**config.mk**
```make
export PLATFORM = sky130hd
export DESIGN_NAME = wallet_ctrl
export DESIGN_NICKNAME = d
export VERILOG_FILES = /design/src/rtl/wallet_ctrl.sv
export SDC_FILE = /design/constraint.sdc
export NUM_CORES = 1
export LEC_CHECK = 0
export CORE_AREA = 2 2 97 99
export DETAILED_ROUTE_END_ITERATION = 8
export DIE_AREA = 0 0 99 101
export PLACE_DENSITY = 0.77
export SLEW_MARGIN = 30
export SYNTH_ARGS = -nofsm -noshare
export SYNTH_HDL_FRONTEND = slang
export SYNTH_SLANG_ARGS = --single-unit
```
**constraint.sdc**
```tcl
create_clock -name clk -period 6.3 [get_ports clk]
set_input_delay 0.63 -clock clk [delete_from_list [all_inputs] [get_ports clk]]
set_output_delay 0.63 -clock clk [all_outputs]
set_load 0.01 [all_outputs]
```
**src/rtl/wallet_ctrl.sv**
```systemverilog
// wallet_ctrl: prepaid balance keeper for the washer controller.
// Accumulates top-ups, serves charge requests with an ack/nack handshake
// and publishes blank-suppressed BCD digits of the balance.
// Optional refund path is compiled in when WALLET_REFUND_EN is defined.
//
// Charge handshake: the requester raises chg_req with a stable chg_amt and
// holds it. The request is registered once (req_q), so the FSM acts one edge
// after the edge that first samples chg_req. Exactly one of chg_ack/chg_nack
// pulses for one cycle per accepted request; chg_ack means bal has already
// been reduced. The requester must then drop chg_req; until the registered
// copy of chg_req reads low the FSM stays in WAIT_DROP, so a held request
// is never charged twice.
module wallet_ctrl #(
  parameter int BAL_MAX = 999,
  parameter int AMT0    = 1,
  parameter int AMT1    = 5,
  parameter int AMT2    = 10,
  parameter int AMT3    = 50
) (
  input  logic        clk,
  input  logic        rst,
  input  logic        on,
  input  logic        add_pos,
  input  logic [1:0]  add_sel,
  input  logic        chg_req,
  input  logic [11:0] chg_amt,
  input  logic        refund_pos,
  output logic [11:0] bal,
  output logic        chg_ack,
  output logic        chg_nack,
  output logic        busy,
  output logic        sat,
  output logic [3:0]  d2,
  output logic [3:0]  d1,
  output logic [3:0]  d0,
  output logic [11:0] refund_amt
);

  localparam logic [2:0] S_IDLE      = 3'd0;
  localparam logic [2:0] S_CHECK     = 3'd1;
  localparam logic [2:0] S_DEDUCT    = 3'd2;
  localparam logic [2:0] S_ACK       = 3'd3;
  localparam logic [2:0] S_NACK      = 3'd4;
  localparam logic [2:0] S_WAIT_DROP = 3'd5;

  localparam logic [3:0] BLANK = 4'd11;

  logic [2:0]  state;
  logic        req_q;
  logic [11:0] amt_q;
  logic [11:0] add_amt;
  logic [12:0] add_sum;
  logic        add_clip;
  logic        idle_quiet;
  logic        do_add;
  logic        do_refund;
  logic [11:0] bal_mod;
  logic [3:0]  hund;
  logic [3:0]  tens;
  logic [3:0]  units;

  // Top-up amount selected by add_sel
  always_comb begin
    add_amt = 12'(AMT0);
    case (add_sel)
      2'b00:   add_amt = 12'(AMT0);
      2'b01:   add_amt = 12'(AMT1);
      2'b10:   add_amt = 12'(AMT2);
      default: add_amt = 12'(AMT3);
    endcase
  end

  // 13-bit sum so an overflow past 4095 is still seen as a clip
  assign add_sum  = {1'b0, bal} + {1'b0, add_amt};
  assign add_clip = add_sum > 13'(BAL_MAX);

  // IDLE with no request pending or arriving: a charge beats refund and top-up
  assign idle_quiet = (state == S_IDLE) && on && !req_q && !chg_req;

`ifdef WALLET_REFUND_EN
  assign do_refund = idle_quiet && refund_pos;
  assign do_add    = idle_quiet && add_pos && !refund_pos;

  // Refund captures the whole balance at the edge that zeroes it
  always_ff @(posedge clk or posedge rst) begin
    if (rst) begin
      refund_amt <= '0;
    end else if (do_refund) begin
      refund_amt <= bal;
    end
  end
`else
  logic unused_refund;
  assign unused_refund = refund_pos;
  assign do_refund     = 1'b0;
  assign do_add        = idle_quiet && add_pos;
  assign refund_amt    = '0;
`endif

  // Registered copy of the charge request
  always_ff @(posedge clk or posedge rst) begin
    if (rst) begin
      req_q <= 1'b0;
    end else begin
      req_q <= chg_req;
    end
  end

  // Charge FSM; dropping on abandons any transaction in flight
  always_ff @(posedge clk or posedge rst) begin
    if (rst) begin
      state <= S_IDLE;
      amt_q <= '0;
    end else if (!on) begin
      state <= S_IDLE;
    end else begin
      case (state)
        S_IDLE: begin
          if (req_q) begin
            amt_q <= chg_amt;
            state <= S_CHECK;
          end
        end
        S_CHECK:     state <= (bal >= amt_q) ? S_DEDUCT : S_NACK;
        S_DEDUCT:    state <= S_ACK;
        S_ACK:       state <= S_WAIT_DROP;
        S_NACK:      state <= S_WAIT_DROP;
        S_WAIT_DROP: if (!req_q) state <= S_IDLE;
        default:     state <= S_IDLE;
      endcase
    end
  end

  // Balance register and clip pulse
  always_ff @(posedge clk or posedge rst) begin
    if (rst) begin
      bal <= '0;
      sat <= 1'b0;
    end else begin
      sat <= 1'b0;
      if (on && state == S_DEDUCT) begin
        bal <= bal - amt_q;
      end else if (do_refund) begin
        bal <= '0;
      end else if (do_add) begin
        bal <= add_clip ? 12'(BAL_MAX) : add_sum[11:0];
        sat <= add_clip;
      end
    end
  end

  assign chg_ack  = (state == S_ACK);
  assign chg_nack = (state == S_NACK);
  assign busy     = (state != S_IDLE);

  // BCD split of the balance (modulo 1000 above 999)
  always_comb begin
    bal_mod = bal % 12'd1000;
    hund    = 4'(bal_mod / 12'd100);
    tens    = 4'((bal_mod / 12'd10) % 12'd10);
    units   = 4'(bal_mod % 12'd10);
  end

  // Display digits, one cycle behind bal, leading zeros blanked
  always_ff @(posedge clk or posedge rst) begin
    if (rst) begin
      d2 <= BLANK;
      d1 <= BLANK;
      d0 <= 4'd0;
    end else begin
      d2 <= (bal < 12'd100) ? BLANK : hund;
      d1 <= (bal < 12'd10)  ? BLANK : tens;
      d0 <= units;
    end
  end

endmodule

```
==> flow_metrics.env <==
export IMPL_synthTopCellsByArea="dfrtp_1 19%, ha_1 6.1%, xnor2_1 4.1%, nor2_1 4.0%, a21oi_1 3.8%"
export IMPL_clkLatencyLatePin_ns=0.30
export IMPL_r2r_slack_ns=0.46
export IMPL_reg2reg_from="bal[9]$_DFFE_PP0P_"
export IMPL_area_delta_synth_final_pct=13.2
export IMPL_fin_nets=632
export IMPL_ant_nets=0
export IMPL_min_from="bal[0]$_DFFE_PP0P_"
export IMPL_cpPeakStageDelay_ns=0.65
export IMPL_synth_area_um2=4500
export IMPL_ys_async_sr_fraction_pct=100
export IMPL_holdPathStages=0
export IMPL_grt_first_pass_wirelength_mm=19.2
export IMPL_worstMarginPinSlew_ns=0.899
export IMPL_grtUsageMet1_pct=28.2
export IMPL_die_x_um=99
export IMPL_layout_common_cells="48 x nor2_1, 46 x clkdlybuf4s50_1, 35 x dfrtp_1"
export IMPL_synth_edf_count=0
export IMPL_grt_overflow_total=0
export IMPL_grt_pass1_vias=4196
export IMPL_reg2reg_to="d1[2]$_DFF_PP0_"
export IMPL_synth_warning_count=0
export IMPL_status="finished, final reports clean"
export IMPL_setup_viol=0
export IMPL_tns_ns=0
export IMPL_crit_fanout=15
export IMPL_totalWireLength_mm=11.1
export IMPL_crit_buf_inv=1
export IMPL_row_count=35
export IMPL_end_kind="flip-flop"
export IMPL_wl_per_cell_um=15.9
export IMPL_yosys_area_top_type="dfrtp_1"
export IMPL_rsz0062_at_grt="false"
export IMPL_slew_viol_final=0
export IMPL_hold_path_class="reg2reg"
export IMPL_grt_usage_pct=22.8
export IMPL_diodes=0
export IMPL_vias=4341
export IMPL_cts_clk_slew_worst_paths_ns=0.08
export IMPL_final_setup_skew_ns=0.0109
export IMPL_clock_sinks=41
export IMPL_startpoint="bal[9]$_DFFE_PP0P_"
export IMPL_ys_seq_area_share_pct=23.0
export IMPL_synth_ff_type="dfrtp_1"
export IMPL_gp_congestion=0.879
export IMPL_grtUsageMet3_pct=2.08
export IMPL_min_period_ns=5.84
export IMPL_synth_avg_cell_area_um2=8.02
export IMPL_slowest_stage="dfrtp_1"
export IMPL_synth_distinct_cells=80
export IMPL_period_share_pct=92.7
export IMPL_io_pins=60
export IMPL_whs_endpoint="d0[0]$_DFF_PP0_"
export IMPL_antenna_found_initial=0
export IMPL_cts_tree="done"
export IMPL_viasPerCell=6.20
export IMPL_final_common_cell="nor2_1"
export IMPL_grt_busiest_layer="met2"
export IMPL_grt_max_degree=42
export IMPL_ys_ff_latch=41
export IMPL_dieHeight_um=101
export IMPL_crit_type="reg2reg"
export IMPL_startpoint_type="flip-flop"
export IMPL_ff2ff_path_depth=20
export IMPL_core_um2=8980
export IMPL_io_buffers=46
export IMPL_cts_buffers=5
export IMPL_dp_hpwl_mm=8.32
export IMPL_finalHoldViolCount=0
export IMPL_max_cap_viol_count=0
export IMPL_initial_core_util_pct=50.1
export IMPL_crit_chain="and4_1 -> mux2i_1 -> a32oi_4 -> a21oi_1 -> o21a_1 -> nor3_1 -> a311o_1 -> and3_1 -> o311a_4 -> nor4_4 -> inv_1 -> ha_1 -> and3_1 -> a32oi_1 -> nor3_1 -> and3_1 -> nor2_1 -> xnor2_1 -> ha_1 -> mux2i_1"
export IMPL_use_met2_pct=42.0
export IMPL_synth_top_cell_area_share_pct=19.5
export IMPL_syn_inst=561
export IMPL_die_area_um2=10000
export IMPL_cts_buffer_depth=2
export IMPL_max_slew_margin_pct=39.7
export IMPL_layout_drive_gt1_share_pct=9.51
export IMPL_dr_pass1_iters=5
export IMPL_critPathRequiredTime_ns=6.51
export IMPL_worstPathArrival_ns=6.05
export IMPL_root_buffer="clkbuf_8"
export IMPL_drc=0
export IMPL_fmax_ghz=0.171
export IMPL_ctsHtreeMaxLevel=2
export IMPL_drt_initial_drc_count=245
export IMPL_path_delay_family="compound AO/OA/AOI/OAI gates"
export IMPL_crit_path_frequent_cell="and3_1"
==> routing by layer <==
layer | part of all wire [%] | vias to the layer above
met5 | 0 | -
li1 | - | 2118
met3 | 4.2 | 12
met4 | 1.2 | 0
met2 | 52 | 138
met1 | 43 | 2073
==> metrics by stage <==
| stage | cell area (um2) | cells | hold WS, ns | util [%] | setup WS (ns) |
|---|---|---|---|---|---|
| after floorplan | 4540 | 572 | 0.417 | - | 1.15 |
| after global placement | 4950 | 692 | 0.448 | 55.1 | 0.718 |
| after detailed placement | 4950 | 692 | 0.453 | 55.1 | 0.494 |
| after CTS | 5070 | 700 | 0.473 | 56.5 | 0.474 |
| after global routing | 5090 | 700 | 0.485 | 56.7 | 0.0283 |
| final | 5090 | 700 | 0.474 | 56.7 | 0.463 |
==> cells by family after synthesis <==
logic type	share of synthesized area [%]
xor gates and xnor gates	5.65
DFF	23.0
muxes	4.37
adders and majority gates	7.26
other	0.0834
AOI/OAI and AO/OA	28.8
and+or+nand+nor	23.0
buffers and inverters	7.84
==> final cells by class <==
| type | instances | area, um2 |
|---|---|---|
| Clock inverter | 2 | 37.5 |
| Clock buffer | 6 | 82.6 |
| Tap cell | 111 | 139 |
| Fill cell | 784 | 3880 |
| Multi-Input combinational cell | 458 | 3180 |
| Timing Repair Buffer | 54 | 520 |
| Sequential cell | 41 | 1030 |
| Inverter | 28 | 105 |
==> registers in the layout (all words and copies together) (netlist names) <==
name	cells
amt_q	12
bal	12
d0	4
d1	4
d2	4
req_q	1
sat	1
state	3
==> synthesized netlist by cell type (4+ instances only) <==
| library cell | count |
|---|---|
| and2_1 | 8 |
| a221oi_1 | 5 |
| nand3_1 | 28 |
| o21ai_0 | 29 |
| clkbuf_1 | 13 |
| o21a_1 | 4 |
| mux2i_1 | 5 |
| xor2_1 | 8 |
| o221a_2 | 4 |
| o211ai_1 | 12 |
| ha_1 | 22 |
| a211o_1 | 4 |
| nor3_1 | 23 |
| dfstp_2 | 6 |
| nand4_1 | 7 |
| or3_1 | 9 |
| a21oi_1 | 34 |
| a21boi_0 | 4 |
| xnor2_1 | 21 |
| buf_2 | 14 |
| mux2_2 | 13 |
| a211oi_1 | 6 |
| a31oi_1 | 9 |
| inv_1 | 28 |
| a32oi_1 | 4 |
| a21o_1 | 17 |
| nand2_1 | 31 |
| buf_4 | 16 |
| nor2b_1 | 8 |
| o21bai_1 | 5 |
| and3_1 | 10 |
| dfrtp_1 | 35 |
| nor2_1 | 48 |
==> timing repair <==
item / CTS / global route
gates resized for setup: 0 / 3
hold buffers: 0 / 0
endpoints found under the setup margin: 0 / 2
buffers inserted: 0 / 0
==> worst max path at each step <==
stage                                 end  slack [ns]  cells after the start
final                     d1[2]$_DFF_PP0_        0.46                     20
after global placement    d1[3]$_DFF_PP1_        0.72                     22
after detailed placement  d1[3]$_DFF_PP1_        0.49                     22
after CTS                 d1[2]$_DFF_PP0_        0.47                     20
after global routing      d1[3]$_DFF_PP1_        0.03                     22
after floorplan           d1[3]$_DFF_PP1_        1.15                     23
Power is left out: the tool's default activity adds up to more than one toggle a clock period on the data nets, which glitch-free logic cannot reach.
